`src/rtl/irq_delay_pause.sv`:
```
// Per-channel programmable delay with pause indication and sticky interrupt.
// One shared prescaler produces the delay tick; each channel runs an IDLE/WAIT/IRQ sequencer.
module irq_delay_pause #(
    parameter int CH    = 4,
    parameter int DW    = 4,
    parameter int PRESC = 1000,
    parameter int AUTO  = 0
) (
    input  logic             clk_clk,
    input  logic             reset_reset_n,
    input  logic [CH*DW-1:0] delay_input,
    input  logic [CH-1:0]    trigger,
    input  logic [CH-1:0]    abort,
    input  logic [CH-1:0]    irq_ack,
    output logic [CH-1:0]    pause_out,
    output logic [CH-1:0]    irq,
    output logic             irq_any,
    output logic [CH-1:0]    missed
);

    localparam int PW = (PRESC > 1) ? $clog2(PRESC) : 1;
    localparam logic [PW-1:0] PRESC_LAST = PW'(PRESC - 1);

    typedef enum logic [1:0] {
        IDLE = 2'd0,
        WAIT = 2'd1,
        IRQ  = 2'd2
    } state_t;

    // Reset asserts immediately but releases only after two clean clock edges.
    logic [1:0] rst_sync_reg;
    logic       rst_n_int;

    always_ff @(posedge clk_clk or negedge reset_reset_n) begin
        if (!reset_reset_n) begin
            rst_sync_reg <= 2'b00;
        end else begin
            rst_sync_reg <= {rst_sync_reg[0], 1'b1};
        end
    end

    assign rst_n_int = rst_sync_reg[1];

    logic [PW-1:0] presc_reg;
    logic [PW-1:0] presc_next;
    logic          tick;

    always_comb begin
        tick       = (presc_reg == PRESC_LAST);
        presc_next = tick ? '0 : presc_reg + PW'(1);
    end

    always_ff @(posedge clk_clk or negedge rst_n_int) begin
        if (!rst_n_int) begin
            presc_reg <= '0;
        end else begin
            presc_reg <= presc_next;
        end
    end

    genvar gi;
    generate
        for (gi = 0; gi < CH; gi++) begin : g_ch
            state_t          state_reg, state_next;
            logic [DW-1:0]   cnt_reg, cnt_next;
            logic [DW-1:0]   lat_reg, lat_next;
            logic            missed_reg, missed_next;
            logic            pause_reg, irq_reg;
            logic [DW-1:0]   field;

            assign field = delay_input[gi*DW +: DW];

            always_comb begin
                state_next  = state_reg;
                cnt_next    = cnt_reg;
                lat_next    = lat_reg;
                missed_next = missed_reg;
                case (state_reg)
                    IDLE: begin
                        if (trigger[gi]) begin
                            lat_next = field;
                            if (field != '0) begin
                                state_next = WAIT;
                                cnt_next   = field;
                            end else begin
                                state_next = IRQ;
                            end
                        end
                    end
                    WAIT: begin
                        if (trigger[gi]) begin
                            missed_next = 1'b1;
                        end
                        // Abort outranks a tick that would have finished the count.
                        if (abort[gi]) begin
                            state_next = IDLE;
                            cnt_next   = '0;
                        end else if (tick) begin
                            cnt_next = cnt_reg - DW'(1);
                            if (cnt_reg == DW'(1)) begin
                                state_next = IRQ;
                            end
                        end
                    end
                    IRQ: begin
                        if (irq_ack[gi]) begin
                            missed_next = 1'b0;
                            if ((AUTO != 0) && (lat_reg != '0)) begin
                                state_next = WAIT;
                                cnt_next   = lat_reg;
                            end else begin
                                state_next = IDLE;
                            end
                        end else if (trigger[gi]) begin
                            missed_next = 1'b1;
                        end
                    end
                    default: begin
                        state_next = IDLE;
                        cnt_next   = '0;
                    end
                endcase
            end

            always_ff @(posedge clk_clk or negedge rst_n_int) begin
                if (!rst_n_int) begin
                    state_reg  <= IDLE;
                    cnt_reg    <= '0;
                    lat_reg    <= '0;
                    missed_reg <= 1'b0;
                    pause_reg  <= 1'b0;
                    irq_reg    <= 1'b0;
                end else begin
                    state_reg  <= state_next;
                    cnt_reg    <= cnt_next;
                    lat_reg    <= lat_next;
                    missed_reg <= missed_next;
                    pause_reg  <= (state_next == WAIT);
                    irq_reg    <= (state_next == IRQ);
                end
            end

            assign pause_out[gi] = pause_reg;
            assign irq[gi]       = irq_reg;
            assign missed[gi]    = missed_reg;
        end
    endgenerate

    logic irq_any_reg;

    always_ff @(posedge clk_clk or negedge rst_n_int) begin
        if (!rst_n_int) begin
            irq_any_reg <= 1'b0;
        end else begin
            irq_any_reg <= |irq;
        end
    end

    assign irq_any = irq_any_reg;

endmodule

```
`config.mk`:
```
export PLATFORM = sky130hd
export DESIGN_NAME = irq_delay_pause
export DESIGN_NICKNAME = d
export VERILOG_FILES = /design/src/rtl/irq_delay_pause.sv
export SDC_FILE = /design/constraint.sdc
export NUM_CORES = 1
export LEC_CHECK = 0
export BUFFER_PORTS_ARGS = -buffer_cell sky130_fd_sc_hd__buf_2
export CELL_PAD_IN_SITES_DETAIL_PLACEMENT = 0
export CELL_PAD_IN_SITES_GLOBAL_PLACEMENT = 1
export CORE_MARGIN = 2
export CORE_UTILIZATION = 25
export CTS_CLUSTER_DIAMETER = 40
export DETAILED_ROUTE_END_ITERATION = 16
export PLACE_DENSITY_LB_ADDON = 0.1
export SETUP_SLACK_MARGIN = 0.15
export SKIP_CTS_REPAIR_TIMING = 1
export SLEW_MARGIN = 20
export SYNTH_ARGS = -nofsm -noshare
export SYNTH_HDL_FRONTEND = slang
export SYNTH_SLANG_ARGS = --single-unit
```
`constraint.sdc`:
```
create_clock -name clk_clk -period 2.33 [get_ports clk_clk]
set_clock_uncertainty 0.15 [all_clocks]
set_input_delay 0.233 -clock clk_clk [delete_from_list [all_inputs] [get_ports clk_clk]]
set_output_delay 0.233 -clock clk_clk [all_outputs]
set_load 0.02 [all_outputs]
```
==> results.md <==
- The count of nets after finishing is 409.
- The worst pin sits at a relative slew slack of 0.634.
- Of all cell types, the one taking the most synthesized area is dfrtp_1.
- VDD sags by at most 0.292 mV.
- The first global-routing pass estimated 12100 um of wire.
- After synthesis, the share of cell area in mux cells is 0.0297.
- The global-route track usage on met3 is 0.0334.
- The fraction of registers with async set/reset is 1.00.
- The post-route core utilization is 0.304.
- The worst register-to-register path begins at presc_reg[0]$_DFF_PN0_.
- After synthesis, the largest family of logic cells by area is compound AO/OA/AOI/OAI gates.
- The met1 global-route usage is 0.153.
- The count of final setup violators is 0.
- The CTS tree is built.
- The region available for standard cell placement spans 0.0119 sq mm.
- By count the netlist is led by 49 x dfrtp_1, 25 x ha_1, 25 x inv_1.
- In this run the vertical extent of the chip is 114 um.
- The number of global-route vias before repair is 2458.
- The number of nets in the synthesized netlist is 364.
- The number of maximum-capacitance violations is 0.
- After detailed routing, the number of remaining DRC violations is 0.
- TritonCTS created 5 clock buffers.
- The most used cell along the critical path is or3_4.
- The number of different library cells in the post-synthesis netlist is 55.
- After detailed routing, the total wire length is 7180 um.
- The number of standard-cell rows in the floorplan is 40.
- Of the total synthesized cell area, the portion taken by AND, OR, NAND and NOR gates is 0.173.
- The mean number of vias per cell is 4.78.
- In this run the remaining antenna-violating nets after routing total 0.
- The number of buffers inserted by port buffering is 42.
- A synthesized cell averages 9.83 sq um.
- The overall die area is 0.0130 sq mm.
- In this run the register-to-register setup slack is 0.23 ns.
- The endpoint identified for the worst register-to-register timing path is g_ch[1].irq_reg$_DFF_PN0_.
- The part of the cycle the worst path needs is 0.903.
- In the final timing run, aggregate negative setup slack is 0 ns.
- The number of antenna violations at the first check in global routing is 0.
- Of all nets on the critical path, the largest fanout is 9.
- The register with the most flip-flops in the layout has 16 of them.
- 0 antenna diodes ended up in the layout.
- The number of DRC violations after detailed-routing iteration 0 is 124.
- The type of the worst setup path is reg2reg.
- By area the synthesized netlist is led by dfrtp_1 40%, ha_1 10%, inv_1 3.1%, a21oi_1 3.0%, mux2i_1 3.0%.
- For this run, the top clock speed supported by timing is 475 MHz.
- The worst-case clock buffer depth is 2.
- Clock tree synthesis found a total of 49 sinks.
- The count of final hold-check violations came to 0.
- The total standard cell area after synthesis is 0.00304 sq mm.
- For met2 alone, demand over resource in global routing was 0.192.
- Among all stages on the critical path, the largest delay is contributed by or3_4.
- The count of filler cells inserted in the layout is 1291.
- The area share of xor/xnor cells in the synthesized design is 0.0173.
- The data required time at the worst endpoint is 2.40 ns.
- In the final routed layout, each cell accounts on average for 14.3 um.
- The HPWL after detailed placement is 5290 um.
- Relative to the synthesized area, the layout overhead comes to 19.4%.
- The layout cell share with drive strength beyond 1 is 0.211.
- The pin count of the biggest net entering global routing is 44.
- met2 is the most crowded layer.
- The largest stage delay on the critical path is 0.47 ns.
- STA classifies the critical path endpoint as a flop.
- The final critical path time including I/O delays and setup is 2.10 ns.
- Yosys printed 0 warnings.
- For this run the aggregate overflow at the end of global routing stands at 0.
- The run finished with clean final reports.
- The global-route usage over all layers is 0.118.
- Setup repair after global routing could not meet its margin everywhere.
- Of the post-synthesis cell area, the dominant cell type holds 0.404.
- The fraction of the mapped netlist area in compound gates is 0.202.
- The die is 114 um wide.
- The number of synthesized flops with an enable pin is 0.
- Measured in cells, the most critical reg-to-reg path has a length of 5.
- Clock-pin slew was measured on the worst setup and hold paths at 0.07 ns.
- Summing over every cut layer, the via total after detailed routing is 2398.
- The cell area power density is 954 mW/mm^2.
- Summing all multi-input logic gate instances after layout gives 0.00163 sq mm.
- The final-report max-slew violation count is 0.
- Counting every instance in the synthesized netlist gives 309.
- The final weighted congestion of routability-driven global placement is 0.705.
- On the final layout, the worst hold slack is 0.0905 ns.
- Yosys instantiated no cell more often than dfrtp_1.
- The actual slew at the worst max-slew pin is 0.548 ns.
- The worst setup path is launched from a flop.
- The total power draw is 0.00346 W.
- The number of synthesized register bits is 49.
- The H-tree depth is 2.
- The critical path goes through ha_2 -> nand4b_4 -> or3_4 -> or3_4 -> a211oi_2.
- The worst path arrival time is 2.17 ns.
- The total area of sequential cells is 0.00123 sq mm.
- In this run the static leakage power is 1.68 nW.
- Pin placement for this block handled 43 I/O pins.
- The sequential fraction of the synthesis area is 0.404.
- The worst min-delay path class is in2async.
- The first TritonRoute pass finished after 4 iterations.
- The primary flip-flop cell chosen by synthesis mapping is dfrtp_1.
- The adder-cell share of the synthesized area is 0.103.
- Clock latency on the worst-skew pair, taken at its later pin, is 0.30 ns.
- The clock root buffer master is clkbuf_16.
- The initial core utilization is 0.255.
- Including well taps, the total number of placed cells is 488.
- After the flow finishes, the layout carries non-filler instances totaling 502.
==> metal layers <==
metal	up-vias	routed length, um
li1	1204	-
met1	1151	3580
met2	38	3290
met3	5	245
met4	0	70
met5	-	0
==> cell families after synthesis <==
group	after synthesis
AO/OA/AOI/OAI	84
multiplexers	9
buffers and inverters	42
flip-flops	49
other	1
XOR/XNOR	6
AND/OR/NAND/NOR	93
adder cells (fa/ha/maj)	25
==> metrics by stage <==
| stage | worst slack [ns] | cell area [sq um] |
|---|---|---|
| 2_1_floorplan | 0.313 | 3040 |
| 3_3_place_gp | 0.173 | 3380 |
| 3_5_place_dp | 0.111 | 3380 |
| 4_1_cts | 0.0886 | 3540 |
| 5_1_grt | 0.122 | 3630 |
| 6_report | 0.226 | 3630 |
==> cells in the final DEF (no fill, tap or decap), types with 5 or more instances in the layout <==
cell type and instances:
o21ai_0 7, nand2b_1 9, dlygate4sd3_1 6, buf_4 6
a31oi_1 6, nor2_1 20, a21oi_1 18, dfrtp_1 48
buf_2 42, clkbuf_16 5, nor3_1 5, nand2_1 16
nor2b_1 9, ha_1 23, inv_1 25, o2bb2ai_1 8
mux2i_1 9
==> power breakdown <==
| group | switching, W | internal, W | total [W] |
|---|---|---|---|
| clock network | 0.000354 | 0.000457 | 0.000810 |
| registers | 0.000173 | 0.00108 | 0.00125 |
| logic | 0.000794 | 0.000606 | 0.00140 |
| total | 0.00132 | 0.00214 | 0.00346 |
==> cell type report <==
| type | count | share of cell area |
|---|---|---|
| Clock inverter | 1 | 0.00138 |
| Clock buffer | 7 | 0.0421 |
| Tap cell | 147 | 0.0507 |
| Inverter | 25 | 0.0259 |
| Multi-Input combinational cell | 218 | 0.449 |
| Timing Repair Buffer | 55 | 0.0925 |
| Sequential cell | 49 | 0.339 |
==> worst max-delay path by stage <==
stage                                 to                    from  cells past startpoint
2_1_floorplan  g_ch[1].irq_reg$_DFF_PN0_  presc_reg[0]$_DFF_PN0_                      6
3_3_place_gp   g_ch[1].irq_reg$_DFF_PN0_  presc_reg[0]$_DFF_PN0_                      5
3_5_place_dp   g_ch[1].irq_reg$_DFF_PN0_  presc_reg[0]$_DFF_PN0_                      5
4_1_cts        g_ch[1].irq_reg$_DFF_PN0_  presc_reg[0]$_DFF_PN0_                      5
5_1_grt        g_ch[1].irq_reg$_DFF_PN0_  presc_reg[0]$_DFF_PN0_                      5
6_report       g_ch[1].irq_reg$_DFF_PN0_  presc_reg[0]$_DFF_PN0_                      5
==> worst max-delay path: cells and delay by family, from the launching register on <==
family                   cells  cell delay [ns]
AND/OR/NAND/NOR              3             1.05
flip-flops                   1             0.39
adder cells (fa/ha/maj)      1             0.24
AO/OA/AOI/OAI                1             0.19
No activity file was read; power rests on OpenSTA's default activity.
